File: src/rtl/controlador_autenticacao.sv
// Sequencer for the 6-input authentication comparator: latches a code, waits for the
// match lines to settle, then grants or denies. Lockout is built only with FAIL_LOCKOUT_EN.
module controlador_autenticacao #(
  parameter int MAX_TRIES     = 3,
  parameter int SETTLE_CYCLES = 2,
  parameter int GRANT_CYCLES  = 8,
  parameter int LOCK_CYCLES   = 32
) (
  input  logic       clk,
  input  logic       reset,
  input  logic       start,
  input  logic [5:0] code_in,
  input  logic [2:0] aut_in,
  output logic [5:0] cmp_code,
  output logic       busy,
  output logic       grant,
  output logic       deny,
  output logic [1:0] level,
  output logic       locked,
  output logic [3:0] fail_cnt
);

  localparam int MAX_CYC_A = (SETTLE_CYCLES > GRANT_CYCLES) ? SETTLE_CYCLES : GRANT_CYCLES;
  localparam int MAX_CYC   = (MAX_CYC_A > LOCK_CYCLES) ? MAX_CYC_A : LOCK_CYCLES;
  localparam int TW        = $clog2(MAX_CYC + 1);

  generate
    if (MAX_TRIES < 1 || MAX_TRIES > 15 || SETTLE_CYCLES < 1 ||
        GRANT_CYCLES < 1 || LOCK_CYCLES < 1) begin : g_param_check
      $error("controlador_autenticacao: parameter out of range");
    end
  endgenerate

  typedef enum logic [2:0] {
    IDLE,
    SETTLE,
    EVAL,
    GRANT,
    DENY
`ifdef FAIL_LOCKOUT_EN
    , LOCK
`endif
  } state_t;

  state_t        state;
  logic [TW-1:0] timer;

  always_ff @(posedge clk) begin
    if (reset) begin
      state    <= IDLE;
      timer    <= '0;
      cmp_code <= '0;
      busy     <= 1'b0;
      grant    <= 1'b0;
      deny     <= 1'b0;
      level    <= 2'd0;
      locked   <= 1'b0;
      fail_cnt <= 4'd0;
    end else begin
      case (state)
        IDLE: begin
          if (start) begin
            cmp_code <= code_in;
            timer    <= TW'(SETTLE_CYCLES - 1);
            busy     <= 1'b1;
            state    <= SETTLE;
          end
        end

        SETTLE: begin
          if (timer == '0) state <= EVAL;
          else             timer <= timer - TW'(1);
        end

        EVAL: begin
          if (|aut_in) begin
            // Highest-numbered match line wins.
            level    <= aut_in[2] ? 2'd3 : (aut_in[1] ? 2'd2 : 2'd1);
            fail_cnt <= 4'd0;
            timer    <= TW'(GRANT_CYCLES - 1);
            grant    <= 1'b1;
            state    <= GRANT;
          end else begin
            if (fail_cnt != 4'hf) fail_cnt <= fail_cnt + 4'd1;
            deny  <= 1'b1;
            state <= DENY;
          end
        end

        GRANT: begin
          if (timer == '0) begin
            grant <= 1'b0;
            busy  <= 1'b0;
            state <= IDLE;
          end else begin
            timer <= timer - TW'(1);
          end
        end

        DENY: begin
          deny  <= 1'b0;
          level <= 2'd0;
`ifdef FAIL_LOCKOUT_EN
          // fail_cnt already holds the count including this deny.
          if (fail_cnt >= 4'(MAX_TRIES)) begin
            timer  <= TW'(LOCK_CYCLES - 1);
            locked <= 1'b1;
            state  <= LOCK;
          end else begin
            busy  <= 1'b0;
            state <= IDLE;
          end
`else
          busy  <= 1'b0;
          state <= IDLE;
`endif
        end

`ifdef FAIL_LOCKOUT_EN
        LOCK: begin
          if (timer == '0) begin
            locked   <= 1'b0;
            fail_cnt <= 4'd0;
            busy     <= 1'b0;
            state    <= IDLE;
          end else begin
            timer <= timer - TW'(1);
          end
        end
`endif

        default: begin
          busy   <= 1'b0;
          grant  <= 1'b0;
          deny   <= 1'b0;
          locked <= 1'b0;
          state  <= IDLE;
        end
      endcase
    end
  end

endmodule

File: config.mk
export PLATFORM = sky130hd
export DESIGN_NAME = controlador_autenticacao
export DESIGN_NICKNAME = d
export VERILOG_FILES = /design/src/rtl/controlador_autenticacao.sv
export SDC_FILE = /design/constraint.sdc
export NUM_CORES = 1
export LEC_CHECK = 0
export ABC_CLOCK_PERIOD_IN_PS = 1900
export CORE_MARGIN = 5
export CORE_UTILIZATION = 35
export CTS_BUF_LIST = sky130_fd_sc_hd__clkbuf_8
export DETAILED_ROUTE_END_ITERATION = 8
export GPL_ROUTABILITY_DRIVEN = 0
export PLACE_DENSITY = 0.66
export SLEW_MARGIN = 0
export SYNTH_ARGS = -nofsm -noshare
export SYNTH_HDL_FRONTEND = slang
export SYNTH_SLANG_ARGS = --single-unit
File: constraint.sdc
create_clock -name clk -period 1.9 [get_ports clk]
set_input_delay 0.57 -clock clk [delete_from_list [all_inputs] [get_ports clk]]
set_output_delay 0.57 -clock clk [all_outputs]
set_load 0.02 [all_outputs]
==> impl_metrics.json, run 1 <==
{
  "setup_violations": 0,
  "outcome": "finished clean",
  "rows": 21,
  "hold_depth": 2,
  "wl_per_cell_um": 13.7,
  "die_y_um": 68.2,
  "cts.sinks": 24,
  "h-tree-depth": 1,
  "core_area_sq_um": 3310,
  "drtIter0Drc": 56,
  "die_width_um": 68.2,
  "ir_drop_mv": 0.460,
  "worst_pin_slew_ns": 0.505,
  "p_seq_share_pct": 36.0,
  "root_buffer": "clkbuf_8",
  "power.share.clock_pct": 23.5,
  "yosysUniqueCellTypes": 41,
  "dr.pass1.iters": 4,
  "ff2ff_path_depth": 4,
  "finClkSkew_ns": 0.00190,
  "dp_hpwl_um": 2220,
  "synthArstFlopShare_pct": 0,
  "synth_edf_count": 0,
  "min_from": "level[1]",
  "end_kind": "primary output",
  "reg2reg_slack_ns": 0.20,
  "dieArea_sq_um": 4650,
  "leakage_uw": 0.000711,
  "holdPathEnd": "level[1]",
  "synth_top_area_share_pct": 40.5,
  "boundaryPins": 28,
  "p_sw_share_pct": 34.0,
  "cp_data_arrival_time_ns": 1.27,
  "timing.slew.headroom_pct": 66.3,
  "maxCapViolCount": 0,
  "ant_nets": 0,
  "grt_pass1_wl_um": 5150,
  "synthToLayoutAreaGrowth_pct": 40.1,
  "path_class": "reg -> out",
  "r2r-start": "state[1]",
  "final_nets": 188,
  "path_max_fanout": 4,
  "overflow": 0,
  "grt_usage_pct": 14.4,
  "hp-class": "reg -> reg",
  "path_cells": "clkdlybuf4s50_1",
  "max_clock_freq_mhz": 544,
  "fin_tns_setup_ns": 0,
  "ys_ff_latch": 24,
  "vias": 1138,
  "synth_top_area_cell": "dfxtp_1",
  "start_util_pct": 35.8,
  "clockBufferDepth": 2,
  "p_comb_share_pct": 40.5,
  "ys_warn_count": 0,
  "wl_um": 2990,
  "power_uw": 1910,
  "synth_ff_type": "dfxtp_1",
  "required_ns": 1.33,
  "antenna_found_initial": 0,
  "grt_pass1_vias": 1195,
  "tritoncts": "built",
  "path_buf_inv": 1,
  "final.min_clock_period_ns": 1.84,
  "r2r-end": "timer[1]",
  "drive_above_1_share_pct": 14.0,
  "power.internal_uw": 1260,
  "syn-cell-area_sq_um": 1180,
  "startpoint_type": "flip-flop",
  "numCtsBuffers": 3,
  "clk_latency_ns": 0.27,
  "synth_nets": 151,
  "synth_area_leaders": "dfxtp_1 (41%), mux2i_1 (8.4%), nand2_1 (4.8%), nor2_1 (4.4%), a21oi_1 (3.4%)",
  "finalCritPeriodShare_pct": 96.7,
  "rsz0062_at_grt": "false",
  "port_buffers": 26,
  "crit_family": "buffers and inverters",
  "hold_viol": 0,
  "num_antenna_cells": 0,
  "switchingPower_uw": 651,
  "viasPerCell": 5.22,
  "syn_avg_cell_area_sq_um": 8.71,
  "drc": 0,
  "synthCells": 136,
  "grt_max_degree": 17,
  "clk_pin_slew_ns": 0.09,
  "slowest_delay_ns": 0.62,
  "power_density_nw_per_um2": 1150,
  "seq_area_frac_synth_pct": 40.5,
  "cp_slowest_cell": "clkdlybuf4s50_1",
  "slew_viol_final": 0
}
[sequential cells by signal (all words and copies together) (netlist names)]
| register | flops |
|---|---|
| busy | 1 |
| cmp_code | 6 |
| deny | 1 |
| fail_cnt | 4 |
| grant | 1 |
| level | 2 |
| state | 3 |
| timer | 6 |
[logic make-up after synthesis]
group                      share of synthesized area (%)
adders and majority gates                           3.17
buffers and inverters                               4.33
AOI/OAI and AO/OA                                   15.8
and+or+nand+nor                                     25.3
DFF                                                 40.5
xor gates and xnor gates                           0.739
muxes                                               9.71
other                                              0.316
[synth_stat cells, drive strengths merged (2+ instances only)]
master   number
nor3b         2
nand3         6
nor4b         2
a21oi         8
a2111oi       2
a31oi         3
inv           6
clkbuf        2
nor3          4
nor2b         2
and3          3
nor2         14
dfxtp        24
buf           4
nand2b        2
mux2i        10
a211oi        2
ha            3
o21ai         4
nand2        16
[cells in the final DEF, fill, tap and decap left out, types with 2 or more instances in the layout]
cell type,n
nor4b_1,2
nor2_1,14
inv_1,6
dlymetal6s2s_1,3
and3_1,3
nor3_1,4
dlygate4sd2_1,3
a31oi_1,2
clkbuf_8,3
a2111oi_0,2
nand2_1,15
ha_1,3
clkdlybuf4s50_1,20
dfxtp_1,24
buf_4,11
a211oi_1,2
nand2b_1,2
mux2i_1,10
o21ai_0,4
nand3_1,6
a21oi_1,8
[layer usage]
metal  track usage, %  wire length, um  vias to the layer above
met5                0                0                        -
met4             3.97               38                        0
met3             4.60              144                        7
met2             24.7             1530                       33
met1             17.2             1280                      541
li1                 -                -                      557
[stage by stage]
| stage | worst slack [ns] | cell area (sq um) | hold WS, ns | instances | utilization (%) |
|---|---|---|---|---|---|
| 2_1_floorplan | 0.0507 | 1180 | 0.446 | 136 | - |
| 3_3_place_gp | -0.387 | 1570 | 0.456 | 213 | 47.4 |
| 3_5_place_dp | -0.423 | 1570 | 0.471 | 213 | 47.4 |
| 4_1_cts | 0.0137 | 1650 | 0.485 | 218 | 49.8 |
| 5_1_grt | 0.0121 | 1660 | 0.510 | 218 | 50.2 |
| 6_report | 0.0629 | 1660 | 0.479 | 218 | 50.2 |
[power by group through the flow]
stage / clock (uW) / sequential, uW / combinational, uW
floorplan: 0 / 708 / 472
global placement: 0 / 692 / 732
detailed placement: 0 / 696 / 753
CTS: 462 / 686 / 769
global route: 483 / 704 / 854
finish: 450 / 689 / 775
[worst min-delay path, cell delays in order, from the launching register on]
cell and delay, ns:
dfxtp_1 0.32, nand3_1 0.06, a21oi_1 0.06
[how the worst max path moves through the flow]
stage | start | endpoint | slack [ns] | cells past startpoint
after floorplan | aut_in[0] | timer[1] | 0.05 | 4
after global placement | aut_in[0] | timer[1] | -0.39 | 5
after detailed placement | aut_in[0] | timer[5] | -0.42 | 6
after CTS | fail_cnt[0] | fail_cnt[0] | 0.01 | 1
after global routing | fail_cnt[1] | fail_cnt[1] | 0.01 | 1
final | fail_cnt[1] | fail_cnt[1] | 0.06 | 1
[layout make-up]
cell class              instances  area (sq um)
fillers                       338          1650
multi-input cells             100           662
flip-flops and latches         24           480
repair buffers                 38           367
well taps                      46          57.6
clock buffers                   3          41.3
clock inverters                 1          30.0
inverters                       6          22.5
[timing repair]
action | CTS | global route
hold buffers | 0 | 0
pin swaps | 2 | 0
endpoints found under the hold margin | 0 | 0
buffers inserted | 1 | 0
gates resized for setup | 4 | 4
endpoints found under the setup margin | 3 | 4
(Power assumes the default switching activity.)
==> run 2, diff against run 1 <==
SLEW_MARGIN = 15   (was 0)
==> results of run 2 <==
The final DEF is identical to that of run 1; final timing and power are the same.
